### config.mk
export PLATFORM = sky130hd
export DESIGN_NAME = ula_sequencer
export DESIGN_NICKNAME = d
export VERILOG_FILES = /design/src/rtl/ula_pkg.sv /design/src/rtl/ula_sequencer.sv
export SDC_FILE = /design/constraint.sdc
export NUM_CORES = 1
export LEC_CHECK = 0
export CORE_MARGIN = 2
export CORE_UTILIZATION = 44
export CTS_CLUSTER_DIAMETER = 80
export DETAILED_ROUTE_END_ITERATION = 10
export PLACE_DENSITY = 0.89
export SYNTH_ARGS = -nofsm -noshare
export SYNTH_HDL_FRONTEND = slang
export SYNTH_SLANG_ARGS = --single-unit
### constraint.sdc
create_clock -name clk -period 1.7 [get_ports clk]
set_input_delay 0.34 -clock clk [delete_from_list [all_inputs] [get_ports clk]]
set_output_delay 0.34 -clock clk [all_outputs]
set_load 0.01 [all_outputs]
### src/rtl/ula_pkg.sv
// ula_pkg: types and constants shared by the ULA datapath and its command sequencer.
//   ula_op_e        ULA operation select (3 bits)
//   seq_state_e     sequencer FSM states
//   DIV_ZERO_RESULT result returned when a divide by zero is trapped
package ula_pkg;

    typedef enum logic [2:0] {
        ULA_ADD,
        ULA_SUB,
        ULA_MUL,
        ULA_DIV,
        ULA_AND,
        ULA_OR,
        ULA_NOT,
        ULA_PASSB
    } ula_op_e;

    typedef enum logic [1:0] {
        IDLE,
        WAIT,
        DONE
    } seq_state_e;

    localparam logic [7:0] DIV_ZERO_RESULT = 8'hFF;

endpackage

### src/rtl/ula_sequencer.sv
// ula_sequencer: command front-end for the ULA datapath.
// Accepts one operation at a time over cmd_valid/cmd_ready, drives the ULA operand and
// control inputs, holds them for ALU_LAT edges, captures alu_c and returns it with zero
// and error flags over rsp_valid/rsp_ready. Divide by zero is trapped without waiting
// on the ULA.
// Ports:
//   clk, rst                 clock, asynchronous active-high reset
//   cmd_valid/cmd_ready      command handshake
//   cmd_op/shift/a/b         command fields
//   alu_a/b/op/shift         registered ULA drive
//   alu_c                    ULA result
//   rsp_valid/rsp_ready      response handshake
//   rsp_data/zero/err        captured result and flags
//   busy                     FSM not idle
//   op_count                 completed responses, wrapping
module ula_sequencer
    import ula_pkg::*;
#(
    parameter int unsigned DATA_W  = 8,
    parameter int unsigned ALU_LAT = 1,
    parameter int unsigned CNT_W   = 16
) (
    input  logic              clk,
    input  logic              rst,
    input  logic              cmd_valid,
    output logic              cmd_ready,
    input  ula_op_e           cmd_op,
    input  logic              cmd_shift,
    input  logic [DATA_W-1:0] cmd_a,
    input  logic [DATA_W-1:0] cmd_b,
    output logic [DATA_W-1:0] alu_a,
    output logic [DATA_W-1:0] alu_b,
    output ula_op_e           alu_op,
    output logic              alu_shift,
    input  logic [DATA_W-1:0] alu_c,
    output logic              rsp_valid,
    input  logic              rsp_ready,
    output logic [DATA_W-1:0] rsp_data,
    output logic              rsp_zero,
    output logic              rsp_err,
    output logic              busy,
    output logic [CNT_W-1:0]  op_count
);

    localparam logic [2:0] LatInit = 3'(ALU_LAT);

    seq_state_e        state_q, state_d;
    logic [2:0]        lat_cnt_q, lat_cnt_d;
    logic [DATA_W-1:0] alu_a_q, alu_a_d;
    logic [DATA_W-1:0] alu_b_q, alu_b_d;
    ula_op_e           alu_op_q, alu_op_d;
    logic              alu_shift_q, alu_shift_d;
    logic [DATA_W-1:0] rsp_data_q, rsp_data_d;
    logic              rsp_zero_q, rsp_zero_d;
    logic              rsp_err_q, rsp_err_d;
    logic [CNT_W-1:0]  op_count_q, op_count_d;

    always_ff @(posedge clk or posedge rst) begin
        if (rst) begin
            state_q     <= IDLE;
            lat_cnt_q   <= '0;
            alu_a_q     <= '0;
            alu_b_q     <= '0;
            alu_op_q    <= ULA_ADD;
            alu_shift_q <= 1'b0;
            rsp_data_q  <= '0;
            rsp_zero_q  <= 1'b0;
            rsp_err_q   <= 1'b0;
            op_count_q  <= '0;
        end else begin
            state_q     <= state_d;
            lat_cnt_q   <= lat_cnt_d;
            alu_a_q     <= alu_a_d;
            alu_b_q     <= alu_b_d;
            alu_op_q    <= alu_op_d;
            alu_shift_q <= alu_shift_d;
            rsp_data_q  <= rsp_data_d;
            rsp_zero_q  <= rsp_zero_d;
            rsp_err_q   <= rsp_err_d;
            op_count_q  <= op_count_d;
        end
    end

    always_comb begin
        state_d     = state_q;
        lat_cnt_d   = lat_cnt_q;
        alu_a_d     = alu_a_q;
        alu_b_d     = alu_b_q;
        alu_op_d    = alu_op_q;
        alu_shift_d = alu_shift_q;
        rsp_data_d  = rsp_data_q;
        rsp_zero_d  = rsp_zero_q;
        rsp_err_d   = rsp_err_q;
        op_count_d  = op_count_q;

        unique case (state_q)
            IDLE: begin
                if (cmd_valid) begin
                    // Operands are latched even for a trapped divide so alu_* always
                    // reflect the last accepted command.
                    alu_a_d     = cmd_a;
                    alu_b_d     = cmd_b;
                    alu_op_d    = cmd_op;
                    alu_shift_d = cmd_shift;
                    if (cmd_op == ULA_DIV && cmd_b == '0) begin
                        rsp_data_d = DATA_W'(DIV_ZERO_RESULT);
                        rsp_zero_d = 1'b0;
                        rsp_err_d  = 1'b1;
                        state_d    = DONE;
                    end else begin
                        lat_cnt_d = LatInit;
                        state_d   = WAIT;
                    end
                end
            end
            WAIT: begin
                if (lat_cnt_q != 3'd0) begin
                    lat_cnt_d = lat_cnt_q - 3'd1;
                end else begin
                    rsp_data_d = alu_c;
                    rsp_zero_d = (alu_c == '0);
                    rsp_err_d  = 1'b0;
                    state_d    = DONE;
                end
            end
            DONE: begin
                if (rsp_ready) begin
                    op_count_d = op_count_q + CNT_W'(1);
                    state_d    = IDLE;
                end
            end
            default: state_d = IDLE;
        endcase
    end

    assign cmd_ready = (state_q == IDLE);
    assign busy      = (state_q != IDLE);
    assign rsp_valid = (state_q == DONE);
    assign alu_a     = alu_a_q;
    assign alu_b     = alu_b_q;
    assign alu_op    = alu_op_q;
    assign alu_shift = alu_shift_q;
    assign rsp_data  = rsp_data_q;
    assign rsp_zero  = rsp_zero_q;
    assign rsp_err   = rsp_err_q;
    assign op_count  = op_count_q;

endmodule

## Word level (Yosys, flattened, before mapping)

Index checks and enable logic that the tools add are counted.

| operators by class | value |
|---|---|
| add/sub/neg operators | 2 |
| eq/ne operators | 9 |
| mux-type cells | 21 |
| reduce and logical (&&, ||, !) cells | 12 |

Operator list:

| operator | number |
|---|---|
| 8-bit two-way mux | 3 |
| 16-bit by 1-bit adder with 16-bit output, second input constant | 1 |
| 8-bit logical NOT | 2 |
| 8-bit case mux with 2 select lines | 1 |
| 3-bit two-way mux | 3 |
| 2-bit two-way mux | 4 |
| 2-bit != test, second input constant | 4 |
| 4-bit AND reduction | 2 |
| 1-bit two-way mux | 6 |
| 2-bit case mux with 3 select lines | 1 |
| 3-bit case mux with 2 select lines | 1 |
| 2-bit by 1-bit != test with 1-bit output, second input constant | 2 |
| 1-bit case mux with 2 select lines | 2 |
| 2-bit AND reduction | 2 |
| 2-bit nonzero test | 2 |
| 3-bit by 2-bit equality test with 1-bit output, second input constant | 1 |
| 3-bit AND reduction | 1 |
| 3-bit nonzero test | 1 |
| 3-bit by 1-bit subtractor with 3-bit output, second input constant | 1 |
| 2-bit by 1-bit equality test with 1-bit output, second input constant | 1 |
| 2-bit equality test, second input constant | 1 |
| 2-bit logical NOT | 1 |
| 1-bit logical AND | 1 |

| storage, ports and cells | value |
|---|---|
| bits in registers | 51 |
| output and inout bits | 49 |

## Depth between registers and ports, before layout

Gate-level depths: netlist (run 1).

| depth | value |
|---|---|
| depth in word-level cells | 5 |
| mapped depth | 6 |
| mapped depth without buffers | 6 |

## Worst setup path after synthesis (run 1)

No wires, ideal clock.

| path | value |
|---|---|
| path kind | reg2reg |
| from | reg lat_cnt_q[0] |
| to | reg rsp_data_q[1] (netlist: rsp_data[1]) |
| library setup time | 125 ps |
| data arrival time | 1410 ps |
| required time | 1575 ps |
| path slack | 165 ps |
| cell stages (with the launch flop) | 7 |
| buffers on the path | 1 |
| cells stage by stage | dfrtp_1 -> inv_1 -> ha_1 -> and2b_1 -> a21oi_1 -> buf_6 -> mux2_4 |

| on the way | value |
|---|---|
| word-level cells in the longest chain between the ends | 3 |

RTL lines:

| item | line | RTL |
|---|---|---|
| from (decl) | ula_sequencer.sv:48 | `logic [2:0] lat_cnt_q, lat_cnt_d;` |
| from (signal assigned) | ula_sequencer.sv:72 | `lat_cnt_q <= lat_cnt_d;` |
| 3-bit nonzero test | ula_sequencer.sv:117 | `if (lat_cnt_q != 3'd0) begin` |
| 2-bit != test (no source line) | n/a |  |
| 4-bit AND reduction (no source line) | n/a |  |
| to (signal assigned) | ula_sequencer.sv:77 | `rsp_data_q <= rsp_data_d;` |
| to (decl) | ula_sequencer.sv:53 | `logic [DATA_W-1:0] rsp_data_q, rsp_data_d;` |

No other way between the ends.
A chain may end at the register's enable or synchronous reset.

## Worst setup path after layout (run 1)

| path | value |
|---|---|
| from | reg lat_cnt_q[0] |
| to | reg lat_cnt_q[2] |

| on the way | value |
|---|---|
| word-level cells in the longest chain between the ends | 3 |
| elaborated cells on any way between the ends | 6 |

RTL lines:

| item | line |
|---|---|
| 3-bit by 1-bit subtractor with 3-bit output / 3-bit nonzero test (equally long branches) | ula_sequencer.sv:118, ula_sequencer.sv:117 |
| 3-bit two-way mux / 2-bit != test (equally long branches) | n/a |
| 3-bit case mux with 2 select lines / 4-bit AND reduction (equally long branches) | n/a |

Several ways; a longest one is shown, not always the timed one. The select of a mux whose other input is x is not followed.

==> out/qor.txt, run 1 <==
Synth Area in Simple Gates = 0.134
TritonCTS clock tree = yes
Chip width = 74.7 um
Clock Pin Slew Worst Setup and Hold Paths = 0.09 ns
CTS Buf Count = 5
Post-route ant nets = 0
Post-synthesis cell area = 0.00220 mm^2
Post-Synth Adder-Cell Area = 0.0170
Final min period = 1.64 ns
Clk sinks = 51
Die height = 74.7 um
Gpl congestion = 0.741
Final setup vio count = 0
Mapped Cells = 180
Worst path arrival time = 1.83 ns
Largest family of logic cells by synthesized area = multiplexers
Commonest non-fill, non-tap cell in the layout = clkdlybuf4s50_1
Area delta synth->final = 53.8%
Vias in the first global route = 1,726
Global route total overflow = 0
Max VDD drop = 0.889 mV
CP startpoint kind = register
DRC violations left = 0
Yosys reg bits = 51
Final Hold Viols = 0
CP Capture Type = register
Drt first pass iters = 4
Run status = complete, no violations
Place WS = -0.416 ns
Synth cell types = 35
Worst Skew = 0.00770 ns
Routed WL = 4810 um
Non-filler cells, final = 353
Area share of the largest cell type after synthesis = 0.580
Overall Global Routing Usage = 0.185
Iter 0 DRT Violations = 49
HPWL after detailed placement = 3490 um
Seq/Total Area, Yosys = 0.580
Largest net degree at the start of global routing = 31
Min-Delay Path Class = in2reg
Post-placement cell count = 341
Clock Latency Late Sink = 0.30 ns
Core Util, Final = 0.707
Root Buffer = clkbuf_8
Actual slew at the worst max-slew pin = 0.379 ns
Fmax = 0.611 GHz
Setup repair after global routing missed its margin = yes
Vias = 1,718
Mux cell area share after synthesis = 0.151
P_leak = 1.58 nW
Compound-gate portion of the synthesized area = 0.0222
Dominant cell type by area after synthesis = dfrtp_1
Slew headroom = 0.748
Initial antenna violation count = 0
Period utilization = 0.963
Post-CTS Hold Buffers = 0
Max FO, Critical Path = 3
Most frequent cells in the layout = 75 x clkdlybuf4s50_1, 47 x dfrtp_1, 23 x buf_4, 21 x mux2_2, 14 x nor2_1
Average instance area after synthesis = 12.2 um^2
Max_cap viols = 0
Synth area leaders = dfrtp_1 58%, mux2_2 11%, xnor2_1 4.8%
Diode count = 0
Die area = 0.00559 mm^2
Final WS setup = 0.0632 ns
# H-tree levels = 2
Max-slew violation count = 0
Critical Path RT = 1.89 ns
# rows = 25
Layout Nets = 321
Io pins = 81
Wire per inst = 13.6 um
Buffers on Ports = 80
Global-route wire length before repair = 7880 um
Synthesized-area fraction occupied by xor and xnor cells = 0.0597
Starting density of the core = 0.460
Core area = 0.00479 mm^2
Syn. warnings = 0
Clk buf depth = 2
Post-synthesis net count = 215
Crit Path Category = reg2reg
Layout cells sized above 1 = 0.241
Via density = 4.87
PwrDens = 1420 mW/mm^2
==> synth_stat cells <==
master	count
nor4b_1	1
nor2_1	15
buf_6	1
inv_1	15
mux2_2	21
a211o_1	1
and3_1	1
clkbuf_1	1
a211oi_1	1
xnor2_1	12
nor3_1	2
nor3b_1	1
o21ai_1	1
nor4_1	3
nand2b_1	3
nand3_1	6
a21oi_1	1
mux2_1	1
nor2b_1	1
and3b_1	1
o21ai_0	3
ha_1	3
dfrtp_1	51
nor4_2	1
nand2_1	8
buf_2	2
and2b_1	1
mux2_4	1
nand3b_1	1
a21o_1	1
nor3b_2	1
xor2_1	3
and4_1	1
nand4_1	7
mux2i_1	7
==> path summary, 6_finish.rpt <==
path,endpoint,slack [ns],depth (start not counted),start
max in group asynchronous,op_count[2],0.97,3,rst
min in group asynchronous,alu_b[6],0.39,3,rst
setup / recovery,lat_cnt_q[2],0.06,7,lat_cnt_q[0]
hold / removal,alu_b[7],0.35,2,cmd_b[7]
hold reg to reg,op_count[15],0.48,1,op_count[15]
setup reg to reg,lat_cnt_q[2],0.06,7,lat_cnt_q[0]
==> metrics by stage <==
step	hold slack [ns]	instance area, um^2	total power, mW	TNS, ns
4_1_cts	0.393	3320	4.75	0
3_3_place_gp	0.464	3200	3.92	-6.90
2_1_floorplan	0.452	2200	2.87	0
6_report	0.351	3390	4.79	0
3_5_place_dp	0.464	3200	3.99	-7.91
5_1_grt	0.355	3390	5.12	-0.00166
==> logic make-up (layout without fill, tap and decap cells) <==
family | after synthesis | after routing
and+or+nand+nor | 54 | 54
DFF | 51 | 51
muxes | 30 | 30
buffers and inverters | 19 | 125
xor gates and xnor gates | 15 | 15
AOI/OAI and AO/OA | 8 | 8
adders and majority gates | 3 | 3
==> worst max-delay path: stages, from the launching register on <==
cell,delay (ns)
dfrtp_1,0.38
inv_2,0.06
ha_4,0.15
and2b_2,0.23
a211oi_2,0.17
o21ai_1,0.11
buf_4,0.15
a211o_1,0.28
==> final cells by class <==
type / count / area [um^2]
Tap cell: 67 / 83.8
Inverter: 15 / 56.3
Clock buffer: 6 / 82.6
Multi-Input combinational cell: 110 / 906
Clock inverter: 1 / 5.00
Fill cell: 360 / 1400
Timing Repair Buffer: 103 / 971
Sequential cell: 51 / 1280
==> where the power goes <==
| group | total (mW) | switching [mW] | internal [mW] |
|---|---|---|---|
| registers | 1.85 | 0.237 | 1.62 |
| clock network | 0.691 | 0.371 | 0.320 |
| logic | 2.25 | 0.892 | 1.36 |
==> layer usage <==
layer  track usage  up-vias  part of all wire
met5             0        -                 0
met4        0.0476        0            0.0096
met3        0.0669        6             0.068
met2         0.307       53              0.51
met1         0.231      841              0.41
li1              -      818                 -
==> timing repair <==
action | CTS | global route
buffers inserted | 3 | 2
resized for setup | 9 | 15
gates cloned | 0 | 0
pin swaps | 0 | 2
endpoints found under the setup margin | 14 | 19
==> flip-flops by register name, indices dropped and copies added (netlist names) <==
name and cells:
state_q 2, alu_op 3, alu_shift 1, rsp_data 8, lat_cnt_q 3, rsp_zero 1, alu_b 8, alu_a 8
op_count 16, rsp_err 1
Power figures use the tool's default switching activity.
==> run 2, diff against run 1 <==
--- a/config.mk
+++ b/config.mk
@@ -10,6 +10,7 @@
 export CTS_CLUSTER_DIAMETER = 80
 export DETAILED_ROUTE_END_ITERATION = 10
 export PLACE_DENSITY = 0.89
+export SLEW_MARGIN = 10
 export SYNTH_ARGS = -nofsm -noshare
 export SYNTH_HDL_FRONTEND = slang
 export SYNTH_SLANG_ARGS = --single-unit
==> results of run 2 <==
Same layout as run 1: the final DEF is identical, and so are final timing and power.
